### config.mk
export PLATFORM = sky130hd
export DESIGN_NAME = seg7_scan_driver
export DESIGN_NICKNAME = d
export VERILOG_FILES = /design/src/rtl/seg7_scan_driver.sv
export SDC_FILE = /design/constraint.sdc
export NUM_CORES = 1
export LEC_CHECK = 0
export CAP_MARGIN = 20
export CORE_MARGIN = 5
export CORE_UTILIZATION = 35
export CTS_CLUSTER_SIZE = 28
export DETAILED_ROUTE_END_ITERATION = 12
export PLACE_DENSITY = 0.56
export SKIP_CTS_REPAIR_TIMING = 1
export SLEW_MARGIN = 5
export SYNTH_ARGS = -nofsm -noshare
export SYNTH_HDL_FRONTEND = slang
export SYNTH_SLANG_ARGS = --single-unit
### constraint.sdc
create_clock -name sys_clk -period 4.9 [get_ports sys_clk]
set_input_delay 0.735 -clock sys_clk [delete_from_list [all_inputs] [get_ports sys_clk]]
set_output_delay 0.735 -clock sys_clk [all_outputs]
set_load 0.02 [all_outputs]
### src/rtl/seg7_scan_driver.sv
// Four-digit common-anode 7-segment scanner with a frame-coherent snapshot of the digit codes.
// Optional build macro LEADING_ZERO_BLANK_EN blanks leading zeros on digits 3..1.
module seg7_scan_driver #(
    parameter int REFRESH_DIV  = 100000,
    parameter int BLANK_CYCLES = 1000
) (
    input  logic       sys_clk,
    input  logic       reset,
    input  logic [4:0] bcd3,
    input  logic [4:0] bcd2,
    input  logic [4:0] bcd1,
    input  logic [4:0] bcd0,
    input  logic       si,
    output logic [3:0] an,
    output logic [6:0] seg,
    output logic       dp
);
    localparam int CW = (REFRESH_DIV > 2) ? $clog2(REFRESH_DIV) : 1;
    localparam logic [CW-1:0] CNT_MAX  = CW'(REFRESH_DIV - 1);
    localparam logic [CW-1:0] BLANK_TH = CW'(BLANK_CYCLES);

    function automatic logic [6:0] decode(input logic [4:0] code);
        logic [6:0] s;
        case (code)
            5'h00:   s = 7'h40;
            5'h01:   s = 7'h79;
            5'h02:   s = 7'h24;
            5'h03:   s = 7'h30;
            5'h04:   s = 7'h19;
            5'h05:   s = 7'h12;
            5'h06:   s = 7'h02;
            5'h07:   s = 7'h78;
            5'h08:   s = 7'h00;
            5'h09:   s = 7'h10;
            5'h1F:   s = 7'h77;
            default: s = 7'h7F;
        endcase
        return s;
    endfunction

    // A digit counts as "leading" filler when it is zero or a blank code.
    function automatic logic is_filler(input logic [4:0] code);
        return (code == 5'h00) || ((code >= 5'h0A) && (code <= 5'h1E));
    endfunction

    logic [CW-1:0] cnt_q, cnt_d;
    logic [1:0]    idx_q, idx_d;
    logic [19:0]   snap_dig_q, snap_dig_d;
    logic          snap_si_q, snap_si_d;
    logic [3:0]    an_q, an_d;
    logic [6:0]    seg_q, seg_d;
    logic          dp_q, dp_d;

    logic [4:0] code_sel;
    logic [3:0] suppress;
    logic       frame_start;

    always_comb begin
        frame_start = (cnt_q == '0) && (idx_q == 2'd0);
        cnt_d       = (cnt_q == CNT_MAX) ? '0 : cnt_q + 1'b1;
        idx_d       = (cnt_q == CNT_MAX) ? idx_q + 2'd1 : idx_q;
        snap_dig_d  = frame_start ? {bcd3, bcd2, bcd1, bcd0} : snap_dig_q;
        snap_si_d   = frame_start ? si : snap_si_q;

        code_sel = snap_dig_d[idx_d*5 +: 5];

        suppress = 4'b0000;
`ifdef LEADING_ZERO_BLANK_EN
        suppress[3] = (snap_dig_d[19:15] == 5'h00);
        suppress[2] = (snap_dig_d[14:10] == 5'h00) && is_filler(snap_dig_d[19:15]);
        suppress[1] = (snap_dig_d[9:5] == 5'h00) && is_filler(snap_dig_d[19:15])
                      && is_filler(snap_dig_d[14:10]);
`else
        suppress[3] = 1'b0 & is_filler(snap_dig_d[19:15]);
`endif

        // Outputs are computed from the next state so they line up with counter/index.
        an_d  = 4'hF;
        seg_d = 7'h7F;
        dp_d  = 1'b1;
        if (cnt_d >= BLANK_TH) begin
            an_d  = ~(4'b0001 << idx_d);
            seg_d = suppress[idx_d] ? 7'h7F : decode(code_sel);
            dp_d  = ~((idx_d == 2'd3) && snap_si_d);
        end
    end

    always_ff @(posedge sys_clk or posedge reset) begin
        if (reset) begin
            cnt_q      <= '0;
            idx_q      <= 2'd0;
            snap_dig_q <= '0;
            snap_si_q  <= 1'b0;
            an_q       <= 4'hF;
            seg_q      <= 7'h7F;
            dp_q       <= 1'b1;
        end else begin
            cnt_q      <= cnt_d;
            idx_q      <= idx_d;
            snap_dig_q <= snap_dig_d;
            snap_si_q  <= snap_si_d;
            an_q       <= an_d;
            seg_q      <= seg_d;
            dp_q       <= dp_d;
        end
    end

    assign an  = an_q;
    assign seg = seg_q;
    assign dp  = dp_q;

endmodule
==> results of run 1 <==
-- how the worst min path moves through the flow --
stage | from | end | cells past startpoint
after floorplan | snap_si_q$_DFF_PP0_ | snap_si_q$_DFF_PP0_ | 2
after global placement | snap_dig_q[3]$_DFF_PP0_ | snap_dig_q[3]$_DFF_PP0_ | 2
after detailed placement | snap_dig_q[3]$_DFF_PP0_ | snap_dig_q[3]$_DFF_PP0_ | 2
after CTS | snap_dig_q[3]$_DFF_PP0_ | snap_dig_q[3]$_DFF_PP0_ | 2
after global routing | snap_dig_q[14]$_DFF_PP0_ | snap_dig_q[14]$_DFF_PP0_ | 1
final | snap_dig_q[2]$_DFF_PP0_ | snap_dig_q[2]$_DFF_PP0_ | 2
-- flip-flops by register name, summed over array words and instances (netlist names) --
signal      cells
snap_si_q       1
an              4
seg             7
idx_q           2
snap_dig_q     20
dp              1
cnt_q          17
-- tightest hold or removal path: stages, from the launching register on --
cell and delay (ns):
dfrtp_1 0.37, nand2_1 0.06, nand2_1 0.05
-- metal layers --
layer	GRT usage (%)	wire, um	vias to the layer above
li1	-	-	1243
met1	20.85	3868	1173
met2	19.90	3157	38
met3	2.445	251	7
met4	3.608	82	0
met5	0	0	-
-- final cells by class --
class                           count  area [um^2]
Multi-Input combinational cell    253         1730
Sequential cell                    52         1316
Timing Repair Buffer               37        362.8
Tap cell                          108        135.1
Clock inverter                      3        68.82
Inverter                           14        57.56
Clock buffer                        5        68.82
Fill cell                         872         5066
-- cell usage in the layout (no fill, tap or decap), drive strengths merged, types with 2 or more instances in the layout --
cell           instances
a211oi                 3
a21oi                 14
and2                   5
and3                   5
and4                   2
buf                    3
bufinv                 2
clkbuf                 5
clkdlybuf4s50         34
dfrtp                 40
dfstp                 12
ha                     9
inv                   14
mux2                  16
mux2i                 13
nand2                 52
nand3                 21
nand3b                 3
nand4                  5
nor2                  21
nor2b                  2
nor3                   6
nor4                   8
nor4b                  2
o211a                  3
o211ai                 5
o21ai                 17
o31ai                  3
or2                    3
or3                    2
xnor2                  9
xor2                   7
-- cells by family (layout without fill, tap and decap cells) --
logic type,after synthesis,in the layout
AND/OR/NAND/NOR,144,144
AO/OA/AOI/OAI,55,55
flip-flops,52,52
multiplexers,29,29
buffers and inverters,29,59
XOR/XNOR,16,16
adder cells (fa/ha/maj),9,9
-- power by group through the flow --
stage / combinational [mW] / clock [mW] / sequential [mW]
after global placement: 0.0668 / 0 / 0.450
final: 0.0659 / 0.357 / 0.442
after floorplan: 0.0374 / 0 / 0.449
after detailed placement: 0.0663 / 0 / 0.450
after global routing: 0.0743 / 0.387 / 0.443
after CTS: 0.0666 / 0.365 / 0.442
-- through the flow --
| stage | setup WS, ns | hold WS [ns] | utilization, % |
|---|---|---|---|
| 6_report | 1.291 | 0.5025 | 42.47 |
| 2_1_floorplan | 1.752 | 0.4347 | - |
| 4_1_cts | 1.259 | 0.5059 | 42.47 |
| 3_5_place_dp | 1.273 | 0.4820 | 40.91 |
| 5_1_grt | 0.9930 | 0.5351 | 42.47 |
| 3_3_place_gp | 1.287 | 0.4697 | 40.91 |
==> flow_summary_export.csv, run 1 <==
group,metric,value,unit
timing,worst-slew-pin-transition,0.7913,ns
synthesis,syn_inst,334,
worst_setup_path,path_buf_inv,2,
global_routing,antenna_found_initial,0,
clock_network,cts_sinks,52,
timing,fmax,277.1,MHz
worst_setup_path,slowest_delay,0.55,ns
placement,io_buffers,34,
detailed_routing,drt-vias-per-instance,5.214,
global_routing,grtUsageTotal,13.69,%
worst_setup_path,required,5.14,ns
synthesis,synthAdderAreaFrac,3.524,%
synthesis,yosys-top-cells-count,"50 x nand2_1, 40 x dfrtp_1, 21 x nand3_1",
timing,fin_skew,0.01358,ns
cells_and_area,antenna_cells_inserted,0,
power_and_ir_drop,switching_power,0.1880,mW
synthesis,synth.most_common_cell,"nand2_1",
worst_setup_path,critPathKind,"reg -> reg",
detailed_routing,firstDrtPassIters,4,
worst_setup_path,end_kind,"flop",
synthesis,synth_area_leaders,"dfrtp_1 31%, dfstp_2 9.9%, nand2_1 5.9%",
synthesis,async_reset_ff_share,100.0,%
power_and_ir_drop,p_per_area,231.2,nW/um^2
floorplanning,fp.dieH,105.6,um
power_and_ir_drop,ir_drop,0.1607,mV
worst_setup_path,critPathArrivalTime,3.85,ns
cells_and_area,layout-drive-gt1-share,16.76,%
synthesis,synth_warnings,0,
synthesis,synth_edf_count,0,
global_routing,gr-total-overflow,0,
global_routing,grt_pass1_vias,2404,
synthesis,syn_area,3196,um^2
timing,slew_viol_final,0,
synthesis,synthSimpleGateAreaFrac,24.82,%
synthesis,ys_seq_elements,52,
floorplanning,start_util,36.29,%
synthesis,synth_ff_type,"dfrtp_1",
synthesis,synth_top_area_share,31.32,%
detailed_routing,vias,2461,
floorplanning,die_width,105.6,um
worst_setup_path,rr_startpoint,"cnt_q[1]$_DFF_PP0_",
outcome,status,"complete, no violations",
detailed_routing,drt_wl_total,7360,um
placement,place.gp.congestion,0.8007,
floorplanning,rows,34,
worst_setup_path,r2r_cells,13,
min_path,hp-class,"reg -> reg",
synthesis,synthesis.nets,366,
detailed_routing,ant_nets,0,
synthesis,synth_mux_area_share,9.945,%
power_and_ir_drop,combPwrFrac,7.6,%
worst_setup_path,critPathLaunchType,"flop",
cells_and_area,final_cell_count_no_fill,472,
cells_and_area,final_area,3740,um^2
timing,fin_tns_setup,0,ns
clock_network,clkLatencyLatePin,0.31,ns
worst_setup_path,r2r_slack,1.29,ns
timing,setup_viol,0,
worst_setup_path,crit_slowest_cell,"or4_1",
worst_setup_path,cp_cell_sequence,"ha_1 > nand2_1 > or4_1 > nor2_2 > xnor2_1 > inv_1 > a211oi_1 > nor2_1 > inv_1 > ha_1 > nand2_1 > nor4b_1 > a21oi_1",
synthesis,synth_xor_area_share,4.385,%
clock_network,clockBufferDepth,2,
placement,dpl-instance-area,3602,um^2
timing,rsz0062_at_grt,"no",
synthesis,synth_top_cell_by_area,"dfrtp_1",
synthesis,synth_top_family_by_area,"simple AND/OR/NAND/NOR gates",
power_and_ir_drop,seqPwrFrac,51.1,%
synthesis,avgSynthCellArea,9.568,um^2
power_and_ir_drop,p_int,0.6766,mW
detailed_routing,drc,0,
global_routing,grt_max_degree,53,
worst_setup_path,worstReg2RegEnd,"seg[3]$_DFF_PP1_",
power_and_ir_drop,power.leakage,1.524,nW
power_and_ir_drop,sw_frac_of_total,21.74,%
power_and_ir_drop,p_clk_share,41.3,%
cells_and_area,syn_to_final_growth,17.03,%
clock_network,path_clk_slew,0.10,ns
placement,placed_cells,464,
floorplanning,core-area,8806,um^2
worst_setup_path,cp_top_family,"simple AND/OR/NAND/NOR gates",
timing,relSlewSlack,46.76,%
worst_setup_path,worstPathMaxFanout,9,
worst_setup_path,crit_path_end,"seg[3]$_DFF_PP1_",
cells_and_area,nets,395,
clock_network,cts_buffers,5,
detailed_routing,drt_iter0_drc,116,
clock_network,cts_root_buf,"clkbuf_8",
placement,post-dp-hpwl,5557,um
timing,fin_crit,3.609,ns
timing,final-hold-violation-count,0,
synthesis,synth_compound_area_share,11.47,%
synthesis,yosysUniqueCellTypes,65,
floorplanning,ios,35,
worst_setup_path,startpoint,"cnt_q[1]$_DFF_PP0_",
global_routing,grt_pass1_wl,12450,um
floorplanning,die_area,11140,um^2
timing,fin_crit_sh,73.65,%
power_and_ir_drop,p_total,0.8646,mW
detailed_routing,wl_per_cell,15.59,um
synthesis,seq_area_frac_synth,41.19,%
worst_setup_path,crit_cells,13,
run,drv_cap,0,
clock_network,cts_tree,"yes",
clock_network,cts_max_level,2,
Note: power is estimated with default switching activity, not from simulation.
==> run 2: changes to the inputs <==
==> constraint.sdc (replaced) <==
create_clock -name sys_clk -period 3.6 [get_ports sys_clk]
set_input_delay 0.54 -clock sys_clk [delete_from_list [all_inputs] [get_ports sys_clk]]
set_output_delay 0.54 -clock sys_clk [all_outputs]
set_load 0.02 [all_outputs]
==> flow_summary_export.csv, run 2 (synthesized netlist as in run 1, its figures left out) <==
group,metric,value,unit
worst_setup_path,critPathKind,"reg -> reg",
worst_setup_path,worstPathMaxFanout,19,
floorplanning,rows,34,
timing,setup_viol,0,
timing,rsz0062_at_grt,"no",
cells_and_area,final_common_cell,"nand2_1",
worst_setup_path,critPathLaunchType,"flop",
floorplanning,fp.dieH,105.6,um
clock_network,cts_tree,"yes",
global_routing,grtUsageTotal,14.26,%
cells_and_area,final_core_util,43.09,%
timing,fin_crit_sh,90.01,%
clock_network,cts_root_buf,"clkbuf_8",
floorplanning,start_util,36.29,%
worst_setup_path,cp_cell_sequence,"inv_1 > ha_1 > or4b_4 > and4bb_4 > nand2_4 > mux2_4 > o211ai_2 > nand2_2 > ha_1 > or2_2 > a21oi_1 > o21ai_1",
global_routing,antenna_found_initial,0,
worst_setup_path,slowest_delay,0.47,ns
power_and_ir_drop,p_total,1.107,mW
timing,slew_viol_final,0,
worst_setup_path,end_kind,"flop",
cells_and_area,layout_common_cells,"50 x nand2_1, 40 x dfrtp_1, 34 x clkdlybuf4s50_1",
timing,fin_tns_setup,0,ns
power_and_ir_drop,ir_drop,0.1877,mV
clock_network,cts_buffers,5,
detailed_routing,vias,2519,
placement,dpl-instance-area,3677,um^2
global_routing,gr-total-overflow,0,
clock_network,cts_sinks,52,
global_routing,grt_pass1_vias,2510,
power_and_ir_drop,sw_frac_of_total,23.11,%
global_routing,grt_max_degree,53,
worst_setup_path,critPathArrivalTime,3.49,ns
clock_network,path_clk_slew,0.11,ns
power_and_ir_drop,switching_power,0.2559,mW
cells_and_area,largest_reg_flops,20,
placement,post-dp-hpwl,5674,um
placement,io_buffers,34,
cells_and_area,nFillCells,873,
floorplanning,die_area,11140,um^2
cells_and_area,layout-drive-gt1-share,19.25,%
cells_and_area,largest-register,"snap_dig_q",
floorplanning,die_width,105.6,um
clock_network,clockBufferDepth,2,
floorplanning,core-area,8806,um^2
timing,worst-slew-pin-transition,0.7617,ns
placement,place.gp.congestion,0.8170,
detailed_routing,drt-vias-per-instance,5.226,
global_routing,grt_pass1_wl,12940,um
detailed_routing,drc,0,
detailed_routing,drt_iter0_drc,115,
detailed_routing,firstDrtPassIters,4,
power_and_ir_drop,p_per_area,291.8,nW/um^2
clock_network,cts_max_level,2,
power_and_ir_drop,p_clk_share,37.6,%
timing,fin_skew,0.009004,ns
cells_and_area,final_area,3795,um^2
run,drv_cap,0,
power_and_ir_drop,seqPwrFrac,54.3,%
timing,hold_ws,0.4882,ns
worst_setup_path,required,3.85,ns
power_and_ir_drop,power.leakage,1.561,nW
power_and_ir_drop,p_int,0.8516,mW
cells_and_area,nets,405,
cells_and_area,syn_to_final_growth,18.75,%
detailed_routing,drt_wl_total,7474,um
clock_network,clkLatencyLatePin,0.31,ns
outcome,status,"complete, no violations",
detailed_routing,ant_nets,0,
timing,fmax,308.6,MHz
detailed_routing,wl_per_cell,15.51,um
timing,relSlewSlack,48.75,%
timing,fin_crit,3.240,ns
worst_setup_path,crit_slowest_cell,"or4b_4",
floorplanning,ios,35,
cells_and_area,antenna_cells_inserted,0,
power_and_ir_drop,combPwrFrac,8.1,%
min_path,hp-class,"reg -> reg",
timing,final-hold-violation-count,0,
worst_setup_path,crit_path_frequent_cell,"ha_1",
## run 2: changes by cell type in the layout (fill, tap and decap cells not counted)
cell	previous run	this run
clkinvlp_4	0	1
bufinv_16	2	1
buf_4	3	13
nor2_2	2	3
nor2_1	18	17
## run 2: cell type report
type                    count  area (um^2)  share of cell area, %
well taps                 108        135.1                  3.561
flip-flops and latches     52         1316                  34.69
multi-input cells         253         1733                  45.66
clock inverters             3        46.29                  1.220
clock buffers               5        68.82                  1.813
inverters                  14        57.56                  1.517
repair buffers             47        437.9                  11.54
## run 2: final timing paths
check | start | to | slack (ns) | depth (start not counted)
min in group asynchronous | reset | snap_dig_q[4]$_DFF_PP0_ | 0.72 | 3
max in group asynchronous | reset | snap_dig_q[17]$_DFF_PP0_ | 2.44 | 3
hold / removal | snap_si_q$_DFF_PP0_ | snap_si_q$_DFF_PP0_ | 0.49 | 2
setup / recovery | idx_q[0]$_DFF_PP0_ | seg[6]$_DFF_PP1_ | 0.36 | 12
hold reg to reg | snap_si_q$_DFF_PP0_ | snap_si_q$_DFF_PP0_ | 0.49 | 2
setup reg to reg | idx_q[0]$_DFF_PP0_ | seg[6]$_DFF_PP1_ | 0.36 | 12
## run 2: stage by stage
step,setup slack [ns],instances
3_5_place_dp,0.3133,474
4_1_cts,0.2978,482
5_1_grt,0.07247,482
3_3_place_gp,0.4235,474
6_report,0.3595,482
2_1_floorplan,0.4516,334
## run 2: critical path: cells and delay by family (launching register included)
family	cells	cell delay (ns)
multiplexers	1	0.37
AND/OR/NAND/NOR	5	1.50
flip-flops	1	0.39
AO/OA/AOI/OAI	3	0.41
adder cells (fa/ha/maj)	2	0.39
buffers and inverters	1	0.13
## run 2: routing by layer
metal  global-route usage, %  wire (um)
met1                   21.25       3807
met2                   21.40       3220
met3                   2.689        384
met4                   3.238         62
met5                       0          0
## run 2: power groups by stage
stage | logic [mW] | registers, mW | clock network, mW
after floorplan | 0.0508 | 0.611 | 0
after global placement | 0.0904 | 0.612 | 0
after detailed placement | 0.0912 | 0.612 | 0
after CTS | 0.0915 | 0.601 | 0.434
after global routing | 0.103 | 0.603 | 0.459
final | 0.0899 | 0.601 | 0.416
==> run 3: changes to the inputs <==
--- a/config.mk
+++ b/config.mk
@@ -8,7 +8,7 @@
 export CAP_MARGIN = 20
 export CORE_MARGIN = 5
 export CORE_UTILIZATION = 35
-export CTS_CLUSTER_SIZE = 28
+export CTS_CLUSTER_SIZE = 40
 export DETAILED_ROUTE_END_ITERATION = 12
 export PLACE_DENSITY = 0.56
 export SKIP_CTS_REPAIR_TIMING = 1
==> constraint.sdc (replaced) <==
create_clock -name sys_clk -period 4 [get_ports sys_clk]
set_input_delay 0.6 -clock sys_clk [delete_from_list [all_inputs] [get_ports sys_clk]]
set_output_delay 0.6 -clock sys_clk [all_outputs]
set_load 0.02 [all_outputs]
==> flow_summary_export.csv, run 3 (synthesized netlist as in run 1, its figures left out) <==
group,metric,value,unit
worst_setup_path,critPathKind,"reg -> reg",
cells_and_area,layout-drive-gt1-share,16.99,%
placement,placed_cells,465,
cells_and_area,multi_input_area,1730,um^2
floorplanning,start_util,36.29,%
floorplanning,rows,34,
placement,post-place-ws,0.3862,ns
timing,rsz0062_at_grt,"no",
floorplanning,core-area,8806,um^2
worst_setup_path,path_buf_inv,2,
floorplanning,die_width,105.6,um
cells_and_area,final_area,3706,um^2
timing,fin_crit_sh,90.77,%
timing,relSlewSlack,46.43,%
global_routing,grt_max_degree,34,
clock_network,cts_buffers,5,
worst_setup_path,critPathLaunchType,"flop",
worst_setup_path,cp_top_family,"simple AND/OR/NAND/NOR gates",
outcome,status,"complete, no violations",
power_and_ir_drop,power.leakage,1.507,nW
placement,post-dp-hpwl,5596,um
worst_setup_path,critPathArrivalTime,3.89,ns
power_and_ir_drop,switching_power,0.2426,mW
power_and_ir_drop,p_clk_share,34.5,%
timing,fmax,275.4,MHz
power_and_ir_drop,sw_frac_of_total,25.58,%
placement,dpl-instance-area,3610,um^2
detailed_routing,drt_wl_total,7462,um
clock_network,clkLatencyLatePin,0.32,ns
clock_network,clockBufferDepth,2,
detailed_routing,drc,0,
detailed_routing,drt_iter0_drc,106,
timing,hold_ws,0.4757,ns
cells_and_area,final_common_cell,"nand2_1",
detailed_routing,ant_nets,0,
min_path,hp-class,"reg -> reg",
global_routing,grt_pass1_vias,2503,
placement,place.gp.congestion,0.8119,
worst_setup_path,required,4.26,ns
worst_setup_path,worstPathMaxFanout,19,
cells_and_area,seqCellArea,1316,um^2
power_and_ir_drop,ir_drop,0.1488,mV
floorplanning,die_area,11140,um^2
detailed_routing,wl_per_cell,15.78,um
worst_setup_path,startpoint,"idx_q[0]$_DFF_PP0_",
worst_setup_path,cp_cell_sequence,"inv_1 > ha_1 > or4b_4 > and4bb_4 > nand2_4 > mux2i_1 > a211oi_1 > nor2_1 > inv_1 > ha_1 > or2_2 > a21oi_1 > o21ai_1",
timing,fin_tns_setup,0,ns
power_and_ir_drop,seqPwrFrac,57.1,%
clock_network,cts_max_level,2,
cells_and_area,largest-register,"snap_dig_q",
power_and_ir_drop,p_int,0.7060,mW
cells_and_area,antenna_cells_inserted,0,
global_routing,grt_pass1_wl,12900,um
clock_network,cts_tree,"yes",
cells_and_area,nets,396,
timing,worst-slew-pin-transition,0.7963,ns
worst_setup_path,end_kind,"flop",
worst_setup_path,slowest_delay,0.52,ns
global_routing,gr-total-overflow,0,
detailed_routing,drt-vias-per-instance,5.260,
global_routing,antenna_found_initial,0,
timing,setup_viol,0,
global_routing,grtUsageTotal,14.04,%
floorplanning,ios,35,
power_and_ir_drop,combPwrFrac,8.5,%
clock_network,cts_root_buf,"clkbuf_8",
min_path,hold_path_startpoint,"snap_si_q$_DFF_PP0_",
cells_and_area,final_cell_count_no_fill,473,
timing,fin_crit,3.631,ns
power_and_ir_drop,p_per_area,256.0,nW/um^2
run,drv_cap,0,
cells_and_area,nFillCells,855,
detailed_routing,vias,2488,
timing,fin_skew,0.01940,ns
clock_network,cts_sinks,52,
worst_setup_path,rr_startpoint,"idx_q[0]$_DFF_PP0_",
floorplanning,fp.dieH,105.6,um
placement,io_buffers,34,
detailed_routing,firstDrtPassIters,5,
clock_network,path_clk_slew,0.12,ns
timing,final-hold-violation-count,0,
timing,finalWorstSetupSlack,0.3693,ns
worst_setup_path,crit_slowest_cell,"dfrtp_1",
timing,slew_viol_final,0,
cells_and_area,layout_common_cells,"50 x nand2_1, 40 x dfrtp_1, 34 x clkdlybuf4s50_1",
cells_and_area,largest_reg_flops,20,
cells_and_area,syn_to_final_growth,15.97,%
==> run 3: final timing paths <==
path | slack [ns] | cells past startpoint | end
min in group asynchronous | 0.70 | 2 | snap_dig_q[14]$_DFF_PP0_
worst min-delay path | 0.48 | 2 | snap_si_q$_DFF_PP0_
max in group asynchronous | 2.49 | 3 | seg[4]$_DFF_PP1_
worst max-delay path | 0.37 | 13 | seg[6]$_DFF_PP1_
worst min register to register | 0.48 | 2 | snap_si_q$_DFF_PP0_
worst max register to register | 0.37 | 13 | seg[6]$_DFF_PP1_
==> run 3: per-stage QoR <==
step / util (%) / total power [mW]
final: 42.09 / 0.9486
after global routing: 42.09 / 0.9930
after CTS: 42.09 / 0.9612
after detailed placement: 40.99 / 0.6324
after global placement: 40.99 / 0.6316
after floorplan: - / 0.5954
==> run 3: power by group through the flow <==
stage | Sequential (mW) | Combinational [mW] | Clock, mW
after detailed placement | 0.551 | 0.0812 | 0
after CTS | 0.542 | 0.0814 | 0.338
after global placement | 0.551 | 0.0808 | 0
after global routing | 0.543 | 0.0906 | 0.359
after floorplan | 0.550 | 0.0458 | 0
final | 0.541 | 0.0802 | 0.327
==> run 3: routing by layer <==
layer / track usage (%) / up-vias / share of wire (%)
met2: 21.22 / 42 / 43
met4: 2.220 / 0 / 0.36
li1: - / 1235 / -
met3: 2.995 / 4 / 3.4
met1: 21.01 / 1207 / 54
met5: 0 / - / 0
==> run 3: final cells by class <==
type                       count  area share (%)
clock inverter                 3          0.7427
timing repair buffer          38           9.993
inverter                      14           1.553
tap                          108           3.646
clock buffer                   5           1.857
sequential                    52           35.52
multi-input combinational    253           46.69
==> run 3: worst reg2reg max path, cell delays in order, from the launching register on <==
cell	delay [ns]
dfrtp_1	0.52
inv_1	0.20
ha_1	0.16
or4b_4	0.46
and4bb_4	0.41
nand2_4	0.19
mux2i_1	0.36
a211oi_1	0.15
nor2_1	0.27
inv_1	0.14
ha_1	0.21
or2_2	0.29
a21oi_1	0.13
o21ai_1	0.07
